File: src/rtl/ps2_kbd_pkg.sv
// Shared constants, state encoding and key lookup for the PS/2 key controller.
// Scan codes are PS/2 Set 2.
package ps2_kbd_pkg;

    localparam logic [7:0] SC_E0    = 8'hE0;
    localparam logic [7:0] SC_E1    = 8'hE1;
    localparam logic [7:0] SC_F0    = 8'hF0;
    localparam logic [7:0] SC_AA    = 8'hAA;
    localparam logic [7:0] SC_SPACE = 8'h29;
    localparam logic [7:0] SC_ENTER = 8'h5A;
    localparam logic [7:0] SC_ESC   = 8'h76;
    localparam logic [7:0] SC_P     = 8'h4D;
    localparam logic [7:0] SC_UP    = 8'h75;
    localparam logic [7:0] SC_DOWN  = 8'h72;
    localparam logic [7:0] SC_LEFT  = 8'h6B;
    localparam logic [7:0] SC_RIGHT = 8'h74;

    localparam logic [2:0] KEY_UP    = 3'd0;
    localparam logic [2:0] KEY_DOWN  = 3'd1;
    localparam logic [2:0] KEY_LEFT  = 3'd2;
    localparam logic [2:0] KEY_RIGHT = 3'd3;
    localparam logic [2:0] KEY_SPACE = 3'd4;
    localparam logic [2:0] KEY_ENTER = 3'd5;
    localparam logic [2:0] KEY_ESC   = 3'd6;
    localparam logic [2:0] KEY_P     = 3'd7;

    localparam int         EV_W      = 4;
    localparam int         EV_MAKE   = 3;
    localparam int         EV_IDX_HI = 2;
    localparam logic [2:0] SKIP_LEN  = 3'd7;

    typedef enum logic [2:0] {
        ST_IDLE,
        ST_EXT,
        ST_BRK,
        ST_EXT_BRK,
        ST_SKIP
    } state_t;

    typedef struct packed {
        logic       hit;
        logic [2:0] idx;
    } key_hit_t;

    // Plain 75/72/6B/74 are keypad keys and deliberately miss.
    function automatic key_hit_t key_lookup(input logic ext, input logic [7:0] code);
        key_hit_t r;
        r = '0;
        if (ext) begin
            case (code)
                SC_UP:    r = '{1'b1, KEY_UP};
                SC_DOWN:  r = '{1'b1, KEY_DOWN};
                SC_LEFT:  r = '{1'b1, KEY_LEFT};
                SC_RIGHT: r = '{1'b1, KEY_RIGHT};
                default:  r = '0;
            endcase
        end else begin
            case (code)
                SC_SPACE: r = '{1'b1, KEY_SPACE};
                SC_ENTER: r = '{1'b1, KEY_ENTER};
                SC_ESC:   r = '{1'b1, KEY_ESC};
                SC_P:     r = '{1'b1, KEY_P};
                default:  r = '0;
            endcase
        end
        return r;
    endfunction

endpackage

File: src/rtl/ps2_event_fifo.sv
// Small synchronous event FIFO with a registered head and a flush.
// Push and pop in the same cycle both take effect, even when full.
module ps2_event_fifo #(
    parameter int DEPTH = 4,
    parameter int W     = 4
) (
    input  logic         clk,
    input  logic         clr,
    input  logic         push,
    input  logic         pop,
    input  logic         flush,
    input  logic [W-1:0] din,
    output logic         full,
    output logic         empty,
    output logic [W-1:0] head
);
    localparam int AW = $clog2(DEPTH);

    logic [W-1:0] r_mem [DEPTH];
    logic [AW:0]  r_rd;
    logic [AW:0]  r_wr;
    logic [W-1:0] r_head;
    logic         w_do_pop;
    logic         w_do_push;
    logic [AW:0]  w_rd_nxt;
    logic [AW:0]  w_wr_nxt;

    assign empty     = (r_rd == r_wr);
    assign full      = (r_rd[AW] != r_wr[AW]) && (r_rd[AW-1:0] == r_wr[AW-1:0]);
    assign w_do_pop  = pop & ~empty;
    assign w_do_push = push & (~full | w_do_pop);
    assign w_rd_nxt  = r_rd + {{AW{1'b0}}, w_do_pop};
    assign w_wr_nxt  = r_wr + {{AW{1'b0}}, w_do_push};
    assign head      = r_head;

    always_ff @(posedge clk) begin
        if (w_do_push && !flush)
            r_mem[r_wr[AW-1:0]] <= din;
    end

    always_ff @(posedge clk or posedge clr) begin
        if (clr) begin
            r_rd   <= '0;
            r_wr   <= '0;
            r_head <= '0;
        end else if (flush) begin
            r_rd   <= '0;
            r_wr   <= '0;
            r_head <= '0;
        end else begin
            r_rd <= w_rd_nxt;
            r_wr <= w_wr_nxt;
            // The entry just written becomes head when it lands at the new read slot.
            if (w_do_push && (w_rd_nxt == r_wr))
                r_head <= din;
            else if (w_rd_nxt != r_wr)
                r_head <= r_mem[w_rd_nxt[AW-1:0]];
        end
    end

endmodule

File: src/rtl/ps2_key_controller.sv
// PS/2 Set-2 prefix decoder: tracks eight game-key levels and queues
// deduplicated make/break events for the game logic.
module ps2_key_controller
    import ps2_kbd_pkg::*;
#(
    parameter int TIMEOUT_CYCLES = 2_500_000,
    parameter int FIFO_DEPTH     = 4
) (
    input  logic            clk,
    input  logic            clr,
    input  logic [7:0]      rx_data,
    input  logic            rx_valid,
    input  logic            rx_err,
    input  logic            ovf_clr,
    output logic [7:0]      key_state,
    output logic            ev_valid,
    output logic [EV_W-1:0] ev_data,
    input  logic            ev_ready,
    output logic            ev_ovf,
    output logic            busy
);
    localparam int            CW      = $clog2(TIMEOUT_CYCLES);
    localparam logic [CW-1:0] TO_LAST = CW'(TIMEOUT_CYCLES - 1);

    state_t          r_state;
    logic [2:0]      r_skip;
    logic [CW-1:0]   r_cnt;
    logic [7:0]      r_keys;
    logic            r_ovf;

    logic            w_byte;
    logic            w_ext;
    logic            w_brk;
    logic            w_code;
    logic            w_push;
    logic            w_flush;
    logic            w_drop;
    logic            w_full;
    logic            w_empty;
    logic [EV_W-1:0] w_ev;
    key_hit_t        w_hit;

    assign w_byte = rx_valid & ~rx_err;
    assign w_ext  = (r_state == ST_EXT) || (r_state == ST_EXT_BRK);
    assign w_brk  = (r_state == ST_BRK) || (r_state == ST_EXT_BRK);
    assign w_hit  = key_lookup(w_ext, rx_data);

    // Does this byte complete a code (as opposed to a prefix or skipped byte)?
    always_comb begin
        w_code = 1'b0;
        unique case (1'b1)
            r_state == ST_IDLE:
                w_code = !(rx_data inside {SC_E0, SC_F0, SC_E1, SC_AA});
            r_state == ST_EXT:
                w_code = (rx_data != SC_F0);
            w_brk:
                w_code = 1'b1;
            default:
                w_code = 1'b0;
        endcase
    end

    assign w_push  = w_byte & w_code & w_hit.hit
                   & (w_brk ? r_keys[w_hit.idx] : ~r_keys[w_hit.idx]);
    assign w_ev    = {~w_brk, w_hit.idx};
    assign w_flush = w_byte & (r_state == ST_IDLE) & (rx_data == SC_AA);
    assign w_drop  = w_push & w_full & ~(ev_ready & ~w_empty);

    ps2_event_fifo #(.DEPTH(FIFO_DEPTH), .W(EV_W)) u_fifo (
        .clk   (clk),
        .clr   (clr),
        .push  (w_push),
        .pop   (ev_ready),
        .flush (w_flush),
        .din   (w_ev),
        .full  (w_full),
        .empty (w_empty),
        .head  (ev_data)
    );

    always_ff @(posedge clk or posedge clr) begin
        if (clr) begin
            r_keys <= '0;
            r_ovf  <= 1'b0;
        end else begin
            if (w_flush)
                r_keys <= '0;
            else if (w_push)
                r_keys[w_hit.idx] <= ~w_brk;
            if (w_drop)
                r_ovf <= 1'b1;
            else if (ovf_clr)
                r_ovf <= 1'b0;
        end
    end

    always_ff @(posedge clk or posedge clr) begin
        if (clr) begin
            r_state <= ST_IDLE;
            r_skip  <= '0;
            r_cnt   <= '0;
        end else if (rx_err) begin
            r_state <= ST_IDLE;
            r_skip  <= '0;
            r_cnt   <= '0;
        end else if (rx_valid) begin
            r_cnt <= '0;
            case (r_state)
                ST_IDLE: begin
                    if (rx_data == SC_E0)
                        r_state <= ST_EXT;
                    else if (rx_data == SC_F0)
                        r_state <= ST_BRK;
                    else if (rx_data == SC_E1) begin
                        r_state <= ST_SKIP;
                        r_skip  <= SKIP_LEN;
                    end
                end
                ST_EXT:
                    r_state <= (rx_data == SC_F0) ? ST_EXT_BRK : ST_IDLE;
                ST_SKIP: begin
                    if (r_skip == 3'd1)
                        r_state <= ST_IDLE;
                    r_skip <= r_skip - 3'd1;
                end
                default:
                    r_state <= ST_IDLE;
            endcase
        end else if (r_state != ST_IDLE) begin
            if (r_cnt == TO_LAST) begin
                r_state <= ST_IDLE;
                r_skip  <= '0;
                r_cnt   <= '0;
            end else if (r_cnt != '1) begin
                r_cnt <= r_cnt + CW'(1);
            end
        end
    end

    assign key_state = r_keys;
    assign ev_valid  = ~w_empty;
    assign ev_ovf    = r_ovf;
    assign busy      = (r_state != ST_IDLE);

endmodule

File: config.mk
export PLATFORM = sky130hd
export DESIGN_NAME = ps2_key_controller
export DESIGN_NICKNAME = d
export VERILOG_FILES = /design/src/rtl/ps2_kbd_pkg.sv /design/src/rtl/ps2_event_fifo.sv /design/src/rtl/ps2_key_controller.sv
export SDC_FILE = /design/constraint.sdc
export NUM_CORES = 1
export LEC_CHECK = 0
export CORE_UTILIZATION = 58
export CTS_CLUSTER_SIZE = 24
export DETAILED_ROUTE_END_ITERATION = 8
export GPL_ROUTABILITY_DRIVEN = 0
export PLACE_DENSITY = 0.83
export SETUP_SLACK_MARGIN = 0.4
export SLEW_MARGIN = 0
export SYNTH_ARGS = -nofsm -noshare
export SYNTH_HDL_FRONTEND = slang
export SYNTH_HIERARCHICAL = 1
export SYNTH_SLANG_ARGS = --single-unit
File: constraint.sdc
create_clock -name clk -period 3.8 [get_ports clk]
set_clock_uncertainty 0.1 [all_clocks]
set_input_delay 0.57 -clock clk [delete_from_list [all_inputs] [get_ports clk]]
set_output_delay 0.57 -clock clk [all_outputs]
set_load 0.05 [all_outputs]
==> out/results.txt <==
Clock sinks = 63
Clock Tree Root = clkbuf_8
Post-route minimum period = 3.33 ns
Via count = 3090
Die height = 81.3 µm
Proportion of layout cells with a drive suffix above 1 = 19.4%
CP Buf/Inv Count = 2
FFs w/ async S/R, synth = 74.6%
Reg clk slew, reported paths = 0.07 ns
Top post-synthesis cells by area = dfrtp_1, edfxtp_1, nor2_1, xor2_1, mux2i_1
Die Wd = 81.3 µm
Hold Path Depth = 2
Clock latency on the worst-skew pair = 0.34 ns
Relative slew slack = 51.3%
CTS tree = built
Global-route wire length before repair = 13.2 mm
Seq/Total Area, Yosys = 45.4%
Vias in the first global route = 2825
Initial antenna violation count = 0
Warnings, synthesis = 6
Reg2reg end = u_fifo/r_mem[2][2]$_DFFE_PP_
Post-synthesis compound-gate area fraction = 12.0%
Die area = 6610 µm²
Total grt overflow = 0
Layout area overhead = 25.2%
Seq cells post-synth = 63
Worst Tran Pin Value = 0.720 ns
Drt wl/cell = 17.1 µm
Top FF cell, synth = dfrtp_1
Yosys top cell by area = dfrtp_1
Critical path required time = 3.69 ns
Core area = 5990 µm²
Post-synthesis mux area share = 5.22%
Worst hold slack = 0.388 ns
Number of flops mapped to enable cells by yosys = 16
Final core occ = 76.2%
Syn Area/Cell = 10.0 µm²
Critical path arrival = 3.23 ns
Post-synth cell types = 60
Main combinational cell family by area after synthesis = simple AND/OR/NAND/NOR gates
Slew Limit Fails = 0
Synth Area in Adders = 2.40%
Most common cell after layout, fill and taps aside = dfrtp_1
Simple-Gate Fraction of Synth Area = 25.0%
Syn Nets = 385
Xor/xnor share of the synthesized area = 6.90%
Hold Path Class = flop to flop
Setup Viol. Count Final = 0
Gate power share = 31.5%
Worst R2R Path Depth = 11
Max incr delay on CP = 0.43 ns
Initial drt markers = 329
Number of buffers created by CTS = 9
Final hold vios = 0
Synthesized area = 3650 µm²
Worst Setup SP = r_state[0]$_DFFE_PP0P_
Int Power = 1.31 mW
Clock power frac = 28.4%
Status = complete, no violations
Static Leak = 1.91 nW
Gr usage total = 26.7%
N_diodes = 0
Critical path class = flop to flop
Synthesized instance count = 364
P_sw = 0.649 mW
CP delay by family, top = compound AO/OA/AOI/OAI gates
Post-DR vias/cell = 6.14
DRC viols = 0
Reg-to-reg startpoint = r_state[0]$_DFFE_PP0P_
Cell Chain, Critical Path = nor2b_2 > nand4_1 > o21a_4 > inv_6 > mux2i_1 > a22o_2 > o21ai_0 > a21oi_1 > inv_1 > a41o_4 > nor4b_4
Unrepaired setup endpoints after global routing = false
Iteration count of the initial detailed-routing pass = 4
Top-area cell type share of the netlist area = 32.3%
Worst hold start = ev_ovf$_DFFE_PP0P_
Initial Util = 60.9%
Port bufs = 28
Largest net degree at the start of global routing = 38
Commonest non-fill, non-tap cells in the layout = dfrtp_1, nor2_1, buf_4
Net Sw Frac = 33.1%
Maximum vdd drop = 518 µV
Sequential Power Share = 40.1%
Worst-path maximum fanout = 6
Depth of the CTS H-tree = 3
Final #Nets = 444
Worst Hold Path EP = ev_ovf$_DFFE_PP0P_
Final period util = 87.7%
DP HPWL = 5.56 mm
CP max stage cell = dfrtp_1
Cts hold-fix bufs = 0
Detail Route Antenna Nets = 0
Setup crit start kind = flop
Cell row count = 28
Power per Cell Area = 429 nW/µm²
Crit. End Element = flop
CTS max path bufs = 2
Io pins = 29
Total Routed Length = 8.58 mm
# Max-Cap Violations = 0
Max frequency = 300 MHz
Flop-to-flop setup slack = 0.47 ns
==> registers in the layout, summed over array words and instances, names as in the netlist <==
register,flops
r_state,3
u_fifo/r_wr,3
r_cnt,22
u_fifo/r_rd,3
key_state,8
u_fifo/head,4
ev_ovf,1
u_fifo/r_mem,16
r_skip,3
==> worst max-delay path by stage <==
| stage | endpoint | slack, ns | cells past startpoint |
|---|---|---|---|
| floorplan | u_fifo/r_mem[2][0]$_DFFE_PP_ | 0.46 | 13 |
| global placement | u_fifo/r_mem[2][3]$_DFFE_PP_ | 0.03 | 12 |
| detailed placement | u_fifo/r_mem[2][1]$_DFFE_PP_ | -0.07 | 12 |
| CTS | u_fifo/r_mem[1][2]$_DFFE_PP_ | 0.42 | 13 |
| global route | u_fifo/r_mem[1][2]$_DFFE_PP_ | 0.32 | 11 |
| finish | u_fifo/r_mem[2][2]$_DFFE_PP_ | 0.47 | 11 |
==> per-layer routing <==
metal  global-route usage, %  wire (µm)  part of all wire [%]
met3                    4.94        555                   6.5
met5                       0          0                     0
met1                    35.2       3720                    43
met4                    11.8        198                   2.3
met2                    42.8       4110                    48
==> layout make-up <==
class / instances / area, µm²
Timing Repair Buffer: 59 / 541
Clock buffer: 9 / 124
Inverter: 15 / 61.3
Clock inverter: 7 / 63.8
Multi-Input combinational cell: 275 / 2030
Sequential cell: 63 / 1660
Tap cell: 75 / 93.8
Fill cell: 387 / 1430
==> worst register-to-register path, stage by stage, from the launching register on <==
cell,delay (ns)
dfrtp_1,0.43
nor2b_2,0.43
nand4_1,0.19
o21a_4,0.21
inv_6,0.12
mux2i_1,0.32
a22o_2,0.20
o21ai_0,0.08
a21oi_1,0.20
inv_1,0.08
a41o_4,0.29
nor4b_4,0.35
==> metrics by stage <==
| step | setup slack, ns | instance area [µm²] | total power, mW | setup TNS (ns) | instances |
|---|---|---|---|---|---|
| final | 0.466 | 4570 | 1.96 | 0 | 503 |
| after global routing | 0.320 | 4570 | 2.06 | 0 | 503 |
| after CTS | 0.415 | 4390 | 1.94 | 0 | 496 |
| after detailed placement | -0.0711 | 4160 | 1.38 | -0.667 | 477 |
| after global placement | 0.0261 | 4160 | 1.36 | 0 | 477 |
| after floorplan | 0.462 | 3690 | 1.23 | 0 | 364 |
==> kinds of logic after synthesis <==
group / after synthesis
buf+inv: 26
mux: 14
xor+xnor: 27
flops: 63
fa+ha+maj: 7
simple gates: 160
compound gates: 67
==> what timing repair did <==
action / 4_1_cts / 5_1_grt
resized for setup: 6 / 26
buffers inserted: 3 / 7
setup endpoints to repair: 22 / 23
pin swaps: 4 / 13
==> power groups by stage <==
stage | combinational [mW] | sequential [mW] | clock, mW
after CTS | 0.592 | 0.785 | 0.567
final | 0.618 | 0.787 | 0.556
after global placement | 0.569 | 0.794 | 0
after global routing | 0.671 | 0.794 | 0.599
after floorplan | 0.360 | 0.868 | 0
after detailed placement | 0.587 | 0.797 | 0
==> synthesized netlist by cell type (all sizes together), types with 3 or more instances <==
library cell,n
clkbuf,5
o22ai,6
xnor2,11
ha,7
nand2,21
nand2b,7
a211oi,7
edfxtp,16
a21oi,18
nor4,5
a21o,3
o21ai,19
a31oi,3
nand3,20
nand4,8
and4bb,4
buf,6
mux4,4
mux2i,10
nor3,14
xor2,15
nor2,36
and3,7
or3,3
dfrtp,47
and4,4
and2,4
nor4b,3
inv,15
nor2b,12
Note: power is estimated with default switching activity, not from simulation.
